$ cat src/rtl/i2c_target.sv
// I2C target engine: filters raw SCL/SDA, detects START/STOP, matches a 7-bit address,
// and moves bytes between the bus and the fabric. SDA is driven open-drain via sda_oe_o.
module i2c_target #(
    parameter logic [6:0]  ADDRESS    = 7'h50,
    parameter int unsigned FILTER_LEN = 3
) (
    input  logic       clock_i,
    input  logic       reset_n_i,
    input  logic       scl_i,
    input  logic       sda_i,
    output logic       sda_oe_o,
    output logic [7:0] rx_data_o,
    output logic       rx_valid_o,
    input  logic [7:0] tx_data_i,
    output logic       tx_req_o,
    output logic       start_o,
    output logic       stop_o,
    output logic       busy_o,
    output logic       rw_o
);

    localparam logic [2:0] ST_IDLE      = 3'd0;
    localparam logic [2:0] ST_ADDR      = 3'd1;
    localparam logic [2:0] ST_ADDR_ACK  = 3'd2;
    localparam logic [2:0] ST_WRITE     = 3'd3;
    localparam logic [2:0] ST_WRITE_ACK = 3'd4;
    localparam logic [2:0] ST_READ      = 3'd5;
    localparam logic [2:0] ST_READ_ACK  = 3'd6;
    localparam logic [2:0] ST_WAIT_STOP = 3'd7;

    localparam logic [3:0] FLEN = 4'(FILTER_LEN);

    logic       scl_s1_q, scl_s1_d, scl_s2_q, scl_s2_d;
    logic       sda_s1_q, sda_s1_d, sda_s2_q, sda_s2_d;
    logic       scl_f_q, scl_f_d, sda_f_q, sda_f_d;
    logic       scl_last_q, scl_last_d, sda_last_q, sda_last_d;
    logic [3:0] scl_cnt_q, scl_cnt_d, sda_cnt_q, sda_cnt_d;

    logic [2:0] state_q, state_d;
    logic [2:0] bit_cnt_q, bit_cnt_d;
    logic [7:0] shift_q, shift_d;
    logic       sda_oe_q, sda_oe_d;
    logic [7:0] rx_data_q, rx_data_d;
    logic       rx_valid_q, rx_valid_d;
    logic       tx_req_q, tx_req_d;
    logic       start_q, start_d;
    logic       stop_q, stop_d;
    logic       busy_q, busy_d;
    logic       rw_q, rw_d;

    logic       scl_rise, scl_fall, start_evt, stop_evt;
    logic [7:0] byte_in;

    // Synchroniser and counter filter: the filtered level flips after FLEN disagreeing samples
    always_comb begin
        scl_s1_d   = scl_i;
        scl_s2_d   = scl_s1_q;
        sda_s1_d   = sda_i;
        sda_s2_d   = sda_s1_q;
        scl_last_d = scl_f_q;
        sda_last_d = sda_f_q;
        scl_f_d    = scl_f_q;
        scl_cnt_d  = '0;
        if (scl_s2_q != scl_f_q) begin
            if (scl_cnt_q == FLEN - 4'd1) scl_f_d = scl_s2_q;
            else scl_cnt_d = scl_cnt_q + 4'd1;
        end
        sda_f_d    = sda_f_q;
        sda_cnt_d  = '0;
        if (sda_s2_q != sda_f_q) begin
            if (sda_cnt_q == FLEN - 4'd1) sda_f_d = sda_s2_q;
            else sda_cnt_d = sda_cnt_q + 4'd1;
        end
    end

    assign scl_rise  = scl_f_q & ~scl_last_q;
    assign scl_fall  = ~scl_f_q & scl_last_q;
    assign start_evt = scl_f_q & ~sda_f_q & sda_last_q;
    assign stop_evt  = scl_f_q & sda_f_q & ~sda_last_q;
    assign byte_in   = {shift_q[6:0], sda_f_q};

    always_comb begin
        state_d    = state_q;
        bit_cnt_d  = bit_cnt_q;
        shift_d    = shift_q;
        sda_oe_d   = sda_oe_q;
        rx_data_d  = rx_data_q;
        busy_d     = busy_q;
        rw_d       = rw_q;
        rx_valid_d = 1'b0;
        tx_req_d   = 1'b0;
        start_d    = 1'b0;
        stop_d     = 1'b0;
        if (start_evt) begin
            state_d   = ST_ADDR;
            bit_cnt_d = '0;
            shift_d   = '0;
            sda_oe_d  = 1'b0;
            busy_d    = 1'b0;
            start_d   = 1'b1;
        end else if (stop_evt) begin
            state_d   = ST_IDLE;
            bit_cnt_d = '0;
            sda_oe_d  = 1'b0;
            busy_d    = 1'b0;
            stop_d    = 1'b1;
        end else begin
            case (state_q)
                ST_ADDR: if (scl_rise) begin
                    shift_d   = byte_in;
                    bit_cnt_d = bit_cnt_q + 3'd1;
                    if (bit_cnt_q == 3'd7) begin
                        if (byte_in[7:1] == ADDRESS && byte_in[7:1] != 7'h00) begin
                            state_d = ST_ADDR_ACK;
                            rw_d    = byte_in[0];
                        end else begin
                            state_d = ST_WAIT_STOP;
                        end
                    end
                end
                // sda_oe_q doubles as the phase flag: clear before the ACK bit, set during it
                ST_ADDR_ACK: if (scl_fall) begin
                    if (!sda_oe_q) begin
                        sda_oe_d = 1'b1;
                    end else if (rw_q) begin
                        shift_d   = tx_data_i;
                        sda_oe_d  = ~tx_data_i[7];
                        bit_cnt_d = '0;
                        state_d   = ST_READ;
                    end else begin
                        sda_oe_d = 1'b0;
                        state_d  = ST_WRITE;
                    end
                end else if (scl_rise && sda_oe_q) begin
                    busy_d   = 1'b1;
                    tx_req_d = rw_q;
                end
                ST_WRITE: if (scl_rise) begin
                    shift_d   = byte_in;
                    bit_cnt_d = bit_cnt_q + 3'd1;
                    if (bit_cnt_q == 3'd7) begin
                        rx_data_d  = byte_in;
                        rx_valid_d = 1'b1;
                        state_d    = ST_WRITE_ACK;
                    end
                end
                ST_WRITE_ACK: if (scl_fall) begin
                    if (!sda_oe_q) begin
                        sda_oe_d = 1'b1;
                    end else begin
                        sda_oe_d = 1'b0;
                        state_d  = ST_WRITE;
                    end
                end
                ST_READ: if (scl_fall) begin
                    if (bit_cnt_q == 3'd7) begin
                        sda_oe_d  = 1'b0;
                        bit_cnt_d = '0;
                        state_d   = ST_READ_ACK;
                    end else begin
                        shift_d   = {shift_q[6:0], shift_q[7]};
                        sda_oe_d  = ~shift_q[6];
                        bit_cnt_d = bit_cnt_q + 3'd1;
                    end
                end
                // bit_cnt_q marks an ACK already seen, so the next fall reloads the shifter
                ST_READ_ACK: begin
                    if (scl_rise && bit_cnt_q == 3'd0) begin
                        if (!sda_f_q) begin
                            tx_req_d  = 1'b1;
                            bit_cnt_d = 3'd1;
                        end else begin
                            busy_d  = 1'b0;
                            state_d = ST_WAIT_STOP;
                        end
                    end else if (scl_fall && bit_cnt_q == 3'd1) begin
                        shift_d   = tx_data_i;
                        sda_oe_d  = ~tx_data_i[7];
                        bit_cnt_d = '0;
                        state_d   = ST_READ;
                    end
                end
                default: ;
            endcase
        end
    end

    always_ff @(posedge clock_i or negedge reset_n_i) begin
        if (!reset_n_i) begin
            scl_s1_q   <= 1'b1;
            scl_s2_q   <= 1'b1;
            sda_s1_q   <= 1'b1;
            sda_s2_q   <= 1'b1;
            scl_f_q    <= 1'b1;
            sda_f_q    <= 1'b1;
            scl_last_q <= 1'b1;
            sda_last_q <= 1'b1;
            scl_cnt_q  <= '0;
            sda_cnt_q  <= '0;
            state_q    <= ST_IDLE;
            bit_cnt_q  <= '0;
            shift_q    <= '0;
            sda_oe_q   <= 1'b0;
            rx_data_q  <= '0;
            rx_valid_q <= 1'b0;
            tx_req_q   <= 1'b0;
            start_q    <= 1'b0;
            stop_q     <= 1'b0;
            busy_q     <= 1'b0;
            rw_q       <= 1'b0;
        end else begin
            scl_s1_q   <= scl_s1_d;
            scl_s2_q   <= scl_s2_d;
            sda_s1_q   <= sda_s1_d;
            sda_s2_q   <= sda_s2_d;
            scl_f_q    <= scl_f_d;
            sda_f_q    <= sda_f_d;
            scl_last_q <= scl_last_d;
            sda_last_q <= sda_last_d;
            scl_cnt_q  <= scl_cnt_d;
            sda_cnt_q  <= sda_cnt_d;
            state_q    <= state_d;
            bit_cnt_q  <= bit_cnt_d;
            shift_q    <= shift_d;
            sda_oe_q   <= sda_oe_d;
            rx_data_q  <= rx_data_d;
            rx_valid_q <= rx_valid_d;
            tx_req_q   <= tx_req_d;
            start_q    <= start_d;
            stop_q     <= stop_d;
            busy_q     <= busy_d;
            rw_q       <= rw_d;
        end
    end

    assign sda_oe_o   = sda_oe_q;
    assign rx_data_o  = rx_data_q;
    assign rx_valid_o = rx_valid_q;
    assign tx_req_o   = tx_req_q;
    assign start_o    = start_q;
    assign stop_o     = stop_q;
    assign busy_o     = busy_q;
    assign rw_o       = rw_q;

endmodule

$ cat config.mk
export PLATFORM = sky130hd
export DESIGN_NAME = i2c_target
export DESIGN_NICKNAME = d
export VERILOG_FILES = /design/src/rtl/i2c_target.sv
export SDC_FILE = /design/constraint.sdc
export NUM_CORES = 1
export LEC_CHECK = 0
export CORE_MARGIN = 5
export CORE_UTILIZATION = 51
export CTS_BUF_LIST = sky130_fd_sc_hd__clkbuf_8
export CTS_CLUSTER_SIZE = 40
export DETAILED_ROUTE_END_ITERATION = 12
export PLACE_DENSITY = 0.75
export RECOVER_POWER = 25
export SLEW_MARGIN = 0
export SYNTH_ARGS = -nofsm -noshare
export SYNTH_HDL_FRONTEND = slang
export SYNTH_SLANG_ARGS = --single-unit
$ cat constraint.sdc
create_clock -name clock_i -period 3.4 [get_ports clock_i]
set_input_delay 0.51 -clock clock_i [delete_from_list [all_inputs] [get_ports clock_i]]
set_output_delay 0.51 -clock clock_i [all_outputs]
set_load 0.01 [all_outputs]
**Yosys cells after proc, flatten, opt, wreduce, memory -nomap -nowiden**

Index checks and enable logic that the tools add are counted.

- Add/sub/neg operators: 3
- Reduce and logical (&&, ||, !) cells: 21
- Bitwise operators: 14
- Equality and inequality tests: 43
- Muxes and demuxes: 79

Operators with widths:

| kind | number |
|---|---|
| two-way mux 3 bit | 28 |
| two-way mux 8 bit | 10 |
| inequality test 4 bit, second input constant | 17 |
| case mux 8 bit (4 select lines) | 1 |
| two-way mux 1 bit | 31 |
| inequality test 3 bit, second input constant | 7 |
| case mux 3 bit (6 select lines) | 1 |
| two-way mux 4 bit | 4 |
| inequality test 5 bit, second input constant | 3 |
| AND reduction 13 bit | 1 |
| equality test 3 bit, second input constant | 4 |
| case mux 3 bit (4 select lines) | 1 |
| AND reduction 6 bit | 2 |
| nonzero test 6 bit | 2 |
| AND reduction 10 bit | 1 |
| AND reduction 5 bit | 2 |
| adder 4 x 1 -> 4 bit, second input constant | 2 |
| equality test 4 x 2 -> 1 bit, second input constant | 2 |
| inverter 1 bit | 8 |
| AND reduction 8 bit | 1 |
| nonzero test 8 bit | 1 |
| equality test 7 bit, second input constant | 1 |
| nonzero test 7 bit | 1 |
| AND 1 bit | 6 |
| 15 further kinds | 23 |

- Logic and storage cells: 181
- Bits in registers: 45

**Longest topological paths before layout**

Gate-level depths: netlist of run 1.

- Depth after elaboration: 8
- Mapped depth: 8
- Depth with buffers taken out: 7

**Worst setup path after synthesis of run 1**

Ideal clock, no wire load.

- Path type: register -> register
- Start: reg bit_cnt_q[0]
- End: reg state_q[0]
- Stages on the path, launching flop included: 8
- Period minus slack after synthesis: 1942 ps
- Library setup time: 125 ps
- Arrival: 1817 ps
- Data required time: 3275 ps
- Setup slack: 1458 ps
- Path through: dfrtp_1 inv_1 ha_1 nand4bb_1 or4b_4 o31a_4 o21a_4 mux2_4

- Word-level cells in the longest chain between the ends: 6
- Elaborated cells on any way between the ends: 15
- Those cells by class: 7 x eq/ne; 4 x mux; 4 x reduce/logical

Ends and longest elaborated chain:

| element | line | text |
|---|---|---|
| start: declaration | 40 | `logic [2:0] bit_cnt_q, bit_cnt_d;` |
| start signal: assignment | 223 | `bit_cnt_q <= bit_cnt_d;` |
| zero test 3 bit | 168 | `if (scl_rise && bit_cnt_q == 3'd0) begin` |
| logical AND 1 bit | 168 |  |
| two-way mux 3 bit | 168 |  |
| case mux 3 bit (6 select lines) | 108 | `case (state_q)` |
| two-way mux 3 bit | 101 | `end else if (stop_evt) begin` |
| two-way mux 3 bit | 94 | `if (start_evt) begin` |
| end signal: assignment | 222 | `state_q <= state_d;` |
| end: declaration | 39 | `logic [2:0] state_q, state_d;` |

Parallel ways exist; a longest one is shown, timed or not.
A chain may end at the register's enable or synchronous reset.

**Final worst setup path of run 1**

- Start: reg scl_f_q
- End: reg shift_q[2]

- Word-level cells in the longest chain between the ends: 5
- Elaborated cells on any way between the ends: 21
- Those cells by class: 9 x eq/ne; 1 x mux; 7 x bitwise; 4 x reduce/logical

Ends and longest elaborated chain:

| element | line | text |
|---|---|---|
| start: declaration | 35 | `logic scl_f_q, scl_f_d, sda_f_q, sda_f_d;` |
| start signal: assignment | 216 | `scl_f_q <= scl_f_d;` |
| inverter 1 bit | 77 | `assign scl_fall = ~scl_f_q & scl_last_q;` |
| AND 1 bit | 77 |  |
| logical AND 1 bit | 176 | `end else if (scl_fall && bit_cnt_q == 3'd1) begin` |
| inequality test 3 bit (no source line) | -- |  |
| AND reduction 10 bit (no source line) | -- |  |
| end signal: assignment | 224 | `shift_q <= shift_d;` |
| end: declaration | 41 | `logic [7:0] shift_q, shift_d;` |

Parallel ways exist; a longest one is shown, timed or not.

==> metrics.cfg, run 1 <==
[run_status]
status = finished with violations
violations = max-capacitance violations, max-slew violations

[worst_setup_path]
cp_slowest_cell = dfstp_1
critPathKind = register to register
crit_fanout = 15
cp-start-kind = register
crit_chain = and4bb_2, a2111oi_4, nor4_4, nor2_1, a211oi_1
required_ps = 3620
end_kind = register
cp.arrival_ps = 2630
critPathMaxStageDelay_ps = 810

[synth]
synth_top_area_share = 0.369
async_flop_share = 1.00
ys_warn_count = 0
synth.distinct_cells = 60
ys_ff_latch = 45
synth_edf_count = 0
synth_most_common_cell = dfrtp_1
synthCells = 231
synthesis.nets = 249
yosys-top-cells-count = dfrtp_1 (37), nor2_1 (26), a21oi_1 (12), o21ai_0 (12)
synthFlopType = dfrtp_1
synth_area_leaders = dfrtp_1 (37%), dfstp_2 (8.4%), mux2_2 (4.0%)
ys_seq_area_frac = 0.452
yosysTopAreaCell = dfrtp_1
syn_area_mm2 = 0.00251
syn_avg_cell_area_um2 = 10.9

[clock_tree]
cts_tree = yes
h-tree-depth = 2
clkTransAtPathRegs_ps = 100
numClockSinks = 45
clk_path_buf_depth = 2
clk_latency_ps = 310
cts_buffers = 5
postCtsSetupBuffers = 0
cts_root_buf = clkbuf_8
cts_resized = 0
cts_hold_buf = 0

[placement]
gp_congestion = 0.940
portBuffers = 26
pre_cts_ws_ps = 1060
detailed_place_hpwl_um = 3520

[final_layout]
fill_cells = 399
fin_nets = 270
regArea_mm2 = 0.00114
syn_to_final_growth_pct = 13.0
drive_above_1_share = 0.158
antenna_cells = 0
multi_input_area_mm2 = 0.00122

[sta]
hold_viol = 0
min_period_over_period = 0.710
rsz0062_at_grt = no
worst_pin_slew_ps = 2340
fmax_mhz = 414
setup_viol = 0
relSlewSlack = -0.558
clock_skew_ps = 12.3
finalSetupTns_ps = 0
period_needed_ps = 2410
worst_slack_ps = 987
slew_violations = 46

[grt]
grt_first_pass_wirelength_um = 8520
antenna_found_initial = 0
grt.total_usage = 0.172
grt_max_degree = 46
grt.overflow.total = 0
grt_pass1_vias = 1755

[floorplanning]
dieArea_mm2 = 0.00643
fp-row-count = 25
core_mm2 = 0.00475
fp.dieH_um = 80.2
die_x_um = 80.2
ios = 27
start_util = 0.528

[pwr]
switchingPower_mw = 1.09
pwr-share-seq = 0.389
internal-power_mw = 1.42
switching_share = 0.433
clkPwrFrac = 0.143
comb_power_share = 0.468
p_leak_nw = 1.23
worst_ir_drop_vdd_v = 0.000424
p_per_area_mw_per_mm2 = 885

[route]
wl_per_cell_um = 15.8
antenna_left = 0
drt_iter0_drc = 197
routed_wl_um = 5060
first_pass_iters = 4
num_vias = 1853
drc = 0
avgViaCountPerCell = 5.79

[job]
drv_cap = 1

[worst_hold_path]
hold_class = register to register

[layer usage]
| metal | up-vias | global-route usage | wire (um) | part of all wire |
|---|---|---|---|---|
| met5 | - | 0 | 0 | 0 |
| met4 | 0 | 0.0743 | 129 | 0.025 |
| met3 | 14 | 0.0392 | 232 | 0.046 |
| met2 | 50 | 0.247 | 2290 | 0.45 |
| met1 | 913 | 0.246 | 2410 | 0.48 |
| li1 | 876 | - | - | - |
[worst paths after layout]
path / startpoint / endpoint / slack [ps] / depth (start not counted)
max reg2reg: scl_f_q / shift_q[2] / 990 / 5
min reg2reg: scl_s1_q / scl_s2_q / 360 / 0
min in group asynchronous: reset_n_i / state_q[2] / 900 / 1
max in group asynchronous: reset_n_i / bit_cnt_q[0] / 1170 / 1
min: scl_s1_q / scl_s2_q / 360 / 0
max: scl_f_q / shift_q[2] / 990 / 5
[per-stage QoR]
stage | hold WS [ps] | util | std cells | cell area, um^2 | total power, mW
after floorplan | 214 | - | 231 | 2510 | 1.96
after global placement | 346 | 0.577 | 312 | 2740 | 2.12
after detailed placement | 348 | 0.577 | 312 | 2740 | 2.15
after CTS | 361 | 0.597 | 320 | 2840 | 2.52
after global routing | 367 | 0.597 | 320 | 2840 | 2.70
final | 359 | 0.597 | 320 | 2840 | 2.51
[layout make-up]
type / count / share of cell area
Clock buffer: 5 / 0.0242
Multi-Input combinational cell: 163 / 0.431
Tap cell: 67 / 0.0295
Clock inverter: 3 / 0.0101
Inverter: 10 / 0.0132
Timing Repair Buffer: 27 / 0.0921
Sequential cell: 45 / 0.400
[cell families after synthesis]
family,share of synthesized area
DFF,0.452
buffers and inverters,0.0613
adders and majority gates,0.0299
and+or+nand+nor,0.178
muxes,0.0906
AOI/OAI and AO/OA,0.163
xor gates and xnor gates,0.0244
[flip-flops by register name, indices dropped and copies added (netlist names), 3 cells and up]
signal	count
rx_data_o	8
bit_cnt_q	3
sda_cnt_q	4
shift_q	8
state_q	3
scl_cnt_q	4
[worst max-delay path, delay by kind of cell, from the launching register on]
kind	cells	cell delay, ps
AOI/OAI and AO/OA	2	330
and+or+nand+nor	3	1180
DFF	1	810
[power by group through the flow]
stage | sequential, mW | combinational (mW) | clock (mW)
2_1_floorplan | 0.837 | 1.13 | 0
4_1_cts | 0.974 | 1.17 | 0.373
6_report | 0.977 | 1.18 | 0.360
5_1_grt | 1.01 | 1.29 | 0.394
3_5_place_dp | 0.984 | 1.17 | 0
3_3_place_gp | 0.976 | 1.14 | 0
[placed cells by master, fill, tap and decap left out, types with 4 or more instances in the layout]
master,count
dfrtp_1,37
nor2_1,26
clkdlybuf4s50_1,23
o21ai_0,12
a21oi_1,12
inv_1,10
nand2_1,10
mux2i_1,10
a211oi_1,9
mux2_2,9
ha_1,6
dfstp_2,6
xor2_1,5
clkbuf_8,5
nand3_1,4
Note: power is estimated with default switching activity, not from simulation.
==> inputs of run 2 (changes only) <==
==> constraint.sdc (replaced) <==
create_clock -name clock_i -period 2.4 [get_ports clock_i]
set_input_delay 0.36 -clock clock_i [delete_from_list [all_inputs] [get_ports clock_i]]
set_output_delay 0.36 -clock clock_i [all_outputs]
set_load 0.01 [all_outputs]
==> metrics.cfg, run 2 (synthesized netlist as in run 1, its figures left out) <==
[worst_setup_path]
crit_buf_inv = 0  ; unchanged
worstRegToRegCells = 5  ; unchanged
critPathMaxStageDelay_ps = 690  ; was 810 ps
cp.arrival_ps = 2310  ; was 2630 ps
crit_fanout = 15  ; unchanged
cp_top_family = simple AND/OR/NAND/NOR gates  ; unchanged
crit_cells = 5  ; unchanged
critPathKind = register to register  ; unchanged
required_ps = 2590  ; was 3620 ps
end_kind = register  ; unchanged
crit_chain = nand4bb_1, or4b_4, o31a_4, o21a_4, mux2_4  ; was and4bb_2, a2111oi_4, nor4_4, nor2_1, a211oi_1
cp-start-kind = register  ; unchanged
cp_slowest_cell = dfstp_2  ; was dfstp_1

[final_layout]
fill_cells = 417  ; was 399
final_cell_mix = dfrtp_1 (37), nor2_1 (26), clkdlybuf4s50_1 (23)  ; unchanged
final_util = 0.612  ; was 0.597
multi_input_area_mm2 = 0.00122  ; unchanged
regArea_mm2 = 0.00114  ; unchanged
fin_nets = 281  ; was 270
antenna_cells = 0  ; unchanged
syn_to_final_growth_pct = 15.7  ; was 13.0%
final_common_cell = dfrtp_1  ; unchanged
drive_above_1_share = 0.186  ; was 0.158

[pwr]
comb_power_share = 0.507  ; was 0.468
pwr-share-seq = 0.366  ; was 0.389
internal-power_mw = 2.09  ; was 1.42 mW
switching_share = 0.424  ; was 0.433
switchingPower_mw = 1.54  ; was 1.09 mW
worst_ir_drop_vdd_v = 0.000612  ; was 0.000424 V
p_per_area_mw_per_mm2 = 1250  ; was 885 mW/mm^2
clkPwrFrac = 0.127  ; was 0.143
p_leak_nw = 1.27  ; was 1.23 nW

[grt]
grt_first_pass_wirelength_um = 9100  ; was 8520 um
grt_pass1_vias = 1905  ; was 1,755
grt.overflow.total = 0  ; unchanged
grt_max_degree = 18  ; was 46
antenna_found_initial = 0  ; unchanged
grt.total_usage = 0.181  ; was 0.172

[floorplanning]
dieArea_mm2 = 0.00643  ; unchanged
ios = 27  ; unchanged
fp.dieH_um = 80.2  ; unchanged
die_x_um = 80.2  ; unchanged
core_mm2 = 0.00475  ; unchanged
fp-row-count = 25  ; unchanged
start_util = 0.528  ; unchanged

[route]
first_pass_iters = 4  ; unchanged
num_vias = 1865  ; was 1,853
drt_iter0_drc = 109  ; was 197
wl_per_cell_um = 15.8  ; about the same
avgViaCountPerCell = 5.63  ; was 5.79
drc = 0  ; unchanged
routed_wl_um = 5240  ; was 5060 um
antenna_left = 0  ; unchanged

[job]
drv_cap = 0  ; was 1

[sta]
hold_viol = 0  ; unchanged
relSlewSlack = 0.399  ; was -0.558
setup_viol = 0  ; unchanged
worst_pin_slew_ps = 902  ; was 2340 ps
finalSetupTns_ps = 0  ; unchanged
rsz0062_at_grt = no  ; unchanged
slew_violations = 0  ; was 46
clock_skew_ps = 9.49  ; was 12.3 ps
min_period_over_period = 0.887  ; was 0.710
fmax_mhz = 470  ; was 414 MHz
period_needed_ps = 2130  ; was 2410 ps

[worst_hold_path]
whs_path_depth = 0  ; unchanged
hold_class = register to register  ; unchanged

[clock_tree]
clkTransAtPathRegs_ps = 80  ; was 100 ps
clk_latency_ps = 300  ; was 310 ps
cts_tree = yes  ; unchanged
clk_path_buf_depth = 2  ; unchanged
numClockSinks = 45  ; unchanged
cts_root_buf = clkbuf_8  ; unchanged
cts_buffers = 5  ; unchanged
h-tree-depth = 2  ; unchanged

[run_status]
status = completed  ; was finished with violations

[placement]
gp_congestion = 0.866  ; was 0.940
portBuffers = 26  ; unchanged
detailed_place_hpwl_um = 3880  ; was 3520 um

-- run 2: cell types whose count changed in the layout (fill, tap and decap cells not counted) --
cell           previous run  this run
buf_4                     1         9
clkbuf_1                  1         3
dfstp_1                   2         0
dfstp_2                   6         8
inv_6                     2         0
clkinv_4                  0         1
clkinvlp_4                0         1
dlygate4sd3_1             2         3
inv_1                    10        11
inv_8                     1         0
-- run 2: timing repair --
action,CTS,global route
resized for setup,0,0
endpoints found under the hold margin,15,0
hold buffers,1,0
buffers inserted,0,0
-- run 2: power by group through the flow --
stage | Combinational, mW | Clock (mW) | Sequential [mW]
floorplan | 1.60 | 0 | 1.19
CTS | 1.85 | 0.475 | 1.32
finish | 1.84 | 0.460 | 1.33
detailed placement | 1.84 | 0 | 1.34
global route | 2.01 | 0.507 | 1.37
global placement | 1.78 | 0 | 1.33
-- run 2: layout make-up --
class,count,share of cell area
clock buffers,5,0.0237
inverters,10,0.0129
repair buffers,38,0.117
well taps,67,0.0288
multi-input cells,163,0.420
flip-flops and latches,45,0.391
clock inverters,3,0.00688
-- run 2: worst reg2reg max path: stages (launching register included) --
cell	delay, ps
dfstp_2	690
nand4bb_1	200
or4b_4	580
o31a_4	140
o21a_4	120
mux2_4	290
-- run 2: worst paths after layout --
check                          start  slack (ps)      endpoint
min reg2reg                 scl_s1_q         360      scl_s2_q
max reg2reg                  scl_f_q         270    state_q[0]
max in group asynchronous  reset_n_i         580  bit_cnt_q[0]
min in group asynchronous  reset_n_i         700  rx_data_o[5]
max                          scl_f_q         270    state_q[0]
min                         scl_s1_q         360      scl_s2_q
-- run 2: metal layers --
metal,GRT usage,share of wire
met1,0.243,0.47
met2,0.296,0.48
met5,0,0
met4,0.0574,0.011
met3,0.0325,0.035
-- run 2: metrics by stage --
step           setup WS [ps]  total power, mW  hold slack, ps  area, um^2  std cells
3_5_place_dp             298             3.18             301        2820        322
6_report                 271             3.63             362        2910        331
2_1_floorplan            458             2.78            64.4        2510        231
4_1_cts                  273             3.65             363        2920        331
5_1_grt                  181             3.89             370        2910        331
3_3_place_gp             347             3.11             289        2820        322
